### src/rtl/invaders_pkg.sv
// rtl/invaders_pkg.sv - shared widths, reset wave and direction encodings for invaders
package invaders_pkg;
  localparam int ARRAY_W = 20;
  localparam int ROW_W   = 4;

  typedef enum logic {
    DIR_TO_MSB = 1'b0,
    DIR_TO_LSB = 1'b1
  } dir_e;

  localparam logic [ARRAY_W-1:0] INIT_ARRAY = 20'h001FF;
  localparam logic [ROW_W-1:0]   INIT_ROW   = 4'd1;
  localparam logic [ROW_W-1:0]   LAST_ROW   = 4'd15;
  localparam dir_e               INIT_DIR   = DIR_TO_MSB;
endpackage

### src/rtl/speed_timer.sv
// rtl/speed_timer.sv - counts 0..SPEED_DIV-1 and emits a registered one-cycle tick after each wrap
module speed_timer #(
  parameter logic [31:0] SPEED_DIV = 32'd12_500_000
) (
  input  logic i_clk,
  input  logic i_reset,
  output logic o_q
);
  logic [31:0] r_count;
  logic        r_q;

  always_ff @(posedge i_clk or negedge i_reset) begin
    if (!i_reset) begin
      r_count <= 32'd0;
      r_q     <= 1'b0;
    end else if (r_count == SPEED_DIV - 32'd1) begin
      r_count <= 32'd0;
      r_q     <= 1'b1;
    end else begin
      r_count <= r_count + 32'd1;
      r_q     <= 1'b0;
    end
  end

  assign o_q = r_q;
endmodule

### src/rtl/invaders.sv
// rtl/invaders.sv - marching invader line with bullet hit detection
// Optional INVADERS_RESPAWN_EN: reload the wave when cleared or at end of descent.
module invaders
  import invaders_pkg::*;
#(
  parameter logic [31:0] SPEED_DIV = 32'd12_500_000
) (
  input  logic               i_clk_25MHz,
  input  logic               i_reset,
  input  logic [4:0]         i_bullet_x,
  input  logic [ROW_W-1:0]   i_bullet_y,
  output logic [ARRAY_W-1:0] o_invaders_array,
  output logic [ROW_W-1:0]   o_invaders_row,
  output logic               o_hit
);
  logic               w_tick;
  logic [ARRAY_W-1:0] w_mask;
  logic               w_hit;
  logic [ARRAY_W-1:0] w_cleared;
  logic [ARRAY_W-1:0] w_moved;
  logic               w_turn;
  logic               w_eod;

  logic [ARRAY_W-1:0] r_array;
  logic [ROW_W-1:0]   r_row;
  dir_e               r_dir;
  logic               r_hit;
`ifndef INVADERS_RESPAWN_EN
  logic               r_frozen;
`endif

  speed_timer #(.SPEED_DIV(SPEED_DIV)) speed_timer1 (
    .i_clk   (i_clk_25MHz),
    .i_reset (i_reset),
    .o_q     (w_tick)
  );

  // Hit is judged on the pre-move array; the move then operates on the cleared copy.
  always_comb begin
    w_mask    = ARRAY_W'(1) << i_bullet_x;
    w_hit     = (i_bullet_y == r_row) && (i_bullet_x < 5'd20) && (|(r_array & w_mask));
    w_cleared = w_hit ? (r_array & ~w_mask) : r_array;
    w_turn    = (r_dir == DIR_TO_MSB) ? w_cleared[ARRAY_W-1] : w_cleared[0];
    w_eod     = w_turn && (r_row == LAST_ROW);
    w_moved   = (r_dir == DIR_TO_MSB) ? (w_cleared << 1) : (w_cleared >> 1);
  end

  always_ff @(posedge i_clk_25MHz or negedge i_reset) begin
    if (!i_reset) begin
      r_array  <= INIT_ARRAY;
      r_row    <= INIT_ROW;
      r_dir    <= INIT_DIR;
      r_hit    <= 1'b0;
`ifndef INVADERS_RESPAWN_EN
      r_frozen <= 1'b0;
`endif
    end else begin
      r_hit   <= w_hit;
      r_array <= w_cleared;
      if (w_tick) begin
`ifdef INVADERS_RESPAWN_EN
        if ((w_cleared == '0) || w_eod) begin
          r_array <= INIT_ARRAY;
          r_row   <= INIT_ROW;
          r_dir   <= INIT_DIR;
        end else if (w_turn) begin
          r_dir <= (r_dir == DIR_TO_MSB) ? DIR_TO_LSB : DIR_TO_MSB;
          r_row <= r_row + 4'd1;
        end else begin
          r_array <= w_moved;
        end
`else
        if (!r_frozen) begin
          if (w_eod) begin
            r_frozen <= 1'b1;
          end else if (w_turn) begin
            r_dir <= (r_dir == DIR_TO_MSB) ? DIR_TO_LSB : DIR_TO_MSB;
            r_row <= r_row + 4'd1;
          end else begin
            r_array <= w_moved;
          end
        end
`endif
      end
    end
  end

  assign o_invaders_array = r_array;
  assign o_invaders_row   = r_row;
  assign o_hit            = r_hit;
endmodule

### config.mk
export PLATFORM = sky130hd
export DESIGN_NAME = invaders
export DESIGN_NICKNAME = d
export VERILOG_FILES = /design/src/rtl/invaders_pkg.sv /design/src/rtl/speed_timer.sv /design/src/rtl/invaders.sv
export SDC_FILE = /design/constraint.sdc
export NUM_CORES = 1
export LEC_CHECK = 0
export ABC_AREA = 1
export BUFFER_PORTS_ARGS = -buffer_cell sky130_fd_sc_hd__buf_2
export CORE_MARGIN = 5
export CORE_UTILIZATION = 64
export DETAILED_ROUTE_END_ITERATION = 16
export MAX_ROUTING_LAYER = met4
export PLACE_DENSITY_LB_ADDON = 0.3
export SLEW_MARGIN = 10
export SYNTH_ARGS = -nofsm -noshare
export SYNTH_HDL_FRONTEND = slang
export SYNTH_SLANG_ARGS = --single-unit
### constraint.sdc
create_clock -name i_clk_25MHz -period 5.1 [get_ports i_clk_25MHz]
set_input_delay 0.765 -clock i_clk_25MHz [delete_from_list [all_inputs] [get_ports i_clk_25MHz]]
set_output_delay 0.765 -clock i_clk_25MHz [all_outputs]
set_load 0.005 [all_outputs]
==> impl_metrics.yaml <==
run_status:
  status: "finished clean"
power_and_ir_drop:
  internal-power_mw: 0.757
  p_sw_frac: 0.230
  comb_power_share: 0.037
  power_leakage_nw: 2.12
  p_seq_frac: 0.485
  ir_worst_vdd_mv: 0.214
  clkPwrFrac: 0.478
  p_sw_mw: 0.226
  power_density_nw_per_um2: 235
cts:
  clock-sinks: 60
  numCtsBuffers: 9
  hold_buffers: 0
  clock_latency_ns: 0.36
  clk_pin_slew_ns: 0.07
  cts_tree: "done"
  cts_root_buffer: "clkbuf_8"
  post-cts-setup-buffers: 0
  h-tree-depth: 3
  clock_path_buffers: 2
  cts_resized: 0
global_routing:
  use_met3: 0.0542
  grt_max_degree: 61
  use_met2: 0.428
  antenna_found_initial: 0
  busiest_layer: "met2"
  use_met1: 0.310
  grt-ovfl-total: 0
  grt_pass1_wl_um: 15200
  grt_pass1_vias: 3407
  track_usage: 0.262
detailed_routing:
  wl_per_cell_um: 14.1
  wl_um: 8710
  dr_total_vias: 3527
  viasPerCell: 5.73
  drt_iter0_drc: 338
  drc: 0
  antenna_left: 0
  first_pass_iters: 5
sta:
  slew_violations: 0
  max_freq_mhz: 360
  min_period_ns: 2.78
  setup_tns_ns: 0
  setup_viol: 0
  timing.final.crit_share: 0.545
  rsz0062_at_grt: "no"
  slew_headroom: 0.338
  timing.hold.ws_ns: 0.461
  fin_skew_ns: 0.00918
  hold_viol_final: 0
  worst_pin_slew_ns: 0.986
cells_and_area:
  final_common_cell: "nand2_1"
  stdcell_count: 616
  drive_gt1_frac: 0.172
  seqCellArea_um2: 1510
  n_antenna_cell: 0
  fin_nets: 549
  layout_common_cells: "nand2_1 (103), nand3_1 (100), nor2_1 (54)"
  areaGrowthSynthToFinish_pct: 10.4
  multiInputGateArea_um2: 1950
  design_area_um2: 4170
  post-route-util: 0.718
  fillerInstances: 483
min_path:
  whs_endpoint: "speed_timer1.r_count[0]"
  hp-class: "reg -> reg"
  holdPathStages: 1
  hp-start: "speed_timer1.r_count[0]"
die:
  pin_count: 36
  start_util: 0.650
  dieArea_um2: 7540
  rows: 28
  die_w_um: 86.8
  die_h_um: 86.8
  core_area_um2: 5820
setup_path:
  r2r_end: "o_invaders_array[15]"
  slowest_delay_ns: 0.88
  path_class: "in -> reg"
  crit_arrival_ns: 3.02
  slowest_stage: "nor4_4"
  start_kind: "input pin"
  reg2reg_depth: 7
  r2r_setup_slack_ns: 2.46
  path_cells: "buf_2 > nor2_1 > nor2_1 > nor4_4 > nand3_1 > nand3_2 > nand3_4 > nand3_1 > nand2_1"
  crit_path_max_fanout: 24
  worst_ep_required_time_ns: 5.34
  r2r-start: "o_invaders_row[0]"
  endpoint_kind: "flop"
logic_synthesis:
  ys_async_sr_fraction: 1.00
  ys_seq_area_frac: 0.401
  syn_avg_cell_area_um2: 7.50
  ys_seq_elements: 60
  syn-num-nets: 517
  synth_edf_count: 0
  yosys.cell_types.count: 43
  synth_cells: 504
  ys_warn_count: 0
  synth_area_um2: 3780
  synth-main-ff-cell: "dfrtp_1"
placement:
  dpl_cell_area_um2: 3960
  hpwl_um: 6170
  io_buffers: 35
  gp_congestion: 0.985
  dp_cells: 600
flow_run:
  maxCapViolations: 0
==> power by group through the flow <==
stage | Combinational [mW] | Clock, mW | Sequential [mW]
6_report | 0.0364 | 0.470 | 0.476
5_1_grt | 0.0412 | 0.504 | 0.476
4_1_cts | 0.0368 | 0.478 | 0.476
3_5_place_dp | 0.0365 | 0 | 0.485
3_3_place_gp | 0.0362 | 0 | 0.485
2_1_floorplan | 0.0159 | 0 | 0.485
==> kinds of logic (layout without fill, tap and decap cells) <==
logic type	count (synthesis)	in the layout	synth area share
compound gates	24	24	0.0358
xor+xnor	23	23	0.0533
fa+ha+maj	2	2	0.00662
simple gates	324	324	0.417
buf+inv	71	108	0.0864
flops	60	60	0.401
==> how the worst max path moves through the flow <==
stage             startpoint                    to  slack, ns  cells after the start
2_1_floorplan  i_bullet_x[2]  o_invaders_array[17]       2.82                     11
3_3_place_gp   i_bullet_x[2]  o_invaders_array[18]       2.07                      9
3_5_place_dp   i_bullet_x[2]  o_invaders_array[18]       1.98                      9
4_1_cts        i_bullet_x[2]  o_invaders_array[18]       2.34                      9
5_1_grt        i_bullet_x[2]  o_invaders_array[15]       2.06                      9
6_report       i_bullet_x[2]  o_invaders_array[15]       2.32                      9
==> cells in the mapped netlist (7+ instances only) <==
cell | number | area [µm²]
inv_1 | 50 | 188
dfstp_2 | 10 | 263
nor4_1 | 8 | 50.1
nand2_1 | 103 | 387
nand4_1 | 20 | 125
nor3_1 | 8 | 40.0
a21oi_1 | 7 | 35.0
nand3_1 | 100 | 500
xor2_1 | 18 | 158
nand3_2 | 7 | 70.1
nor2_1 | 54 | 203
o21ai_0 | 7 | 35.0
dfrtp_1 | 50 | 1250
==> routing by layer <==
layer	share of wire	routed length, µm	vias to the layer above
met3	0.058	506	19
met2	0.50	4350	112
met1	0.42	3630	1659
met4	0.025	214	0
li1	-	-	1737
met5	0	0	-
==> flip-flops by register name, summed over array words and instances (netlist names) <==
| signal | flops |
|---|---|
| speed_timer1.r_count | 32 |
| o_invaders_array | 20 |
| o_invaders_row | 4 |
| o_hit | 1 |
| r_dir | 1 |
| r_frozen | 1 |
| speed_timer1.o_q | 1 |
==> worst max-delay path: cells and delay by family <==
family | cells | cell delay [ns]
simple gates | 8 | 2.07
buf+inv | 1 | 0.16
==> metrics by stage <==
step / total power, mW / worst slack, ns
floorplan: 0.501 / 2.82
global placement: 0.521 / 2.07
detailed placement: 0.521 / 1.98
CTS: 0.991 / 2.34
global route: 1.02 / 2.06
finish: 0.983 / 2.32
==> cell type report <==
class | count | area share
Clock inverter | 7 | 0.0219
Multi-Input combinational cell | 373 | 0.467
Inverter | 56 | 0.0528
Clock buffer | 9 | 0.0297
Timing Repair Buffer | 36 | 0.0438
Sequential cell | 60 | 0.363
Tap cell | 75 | 0.0225
Note: power is estimated with default switching activity, not from simulation.
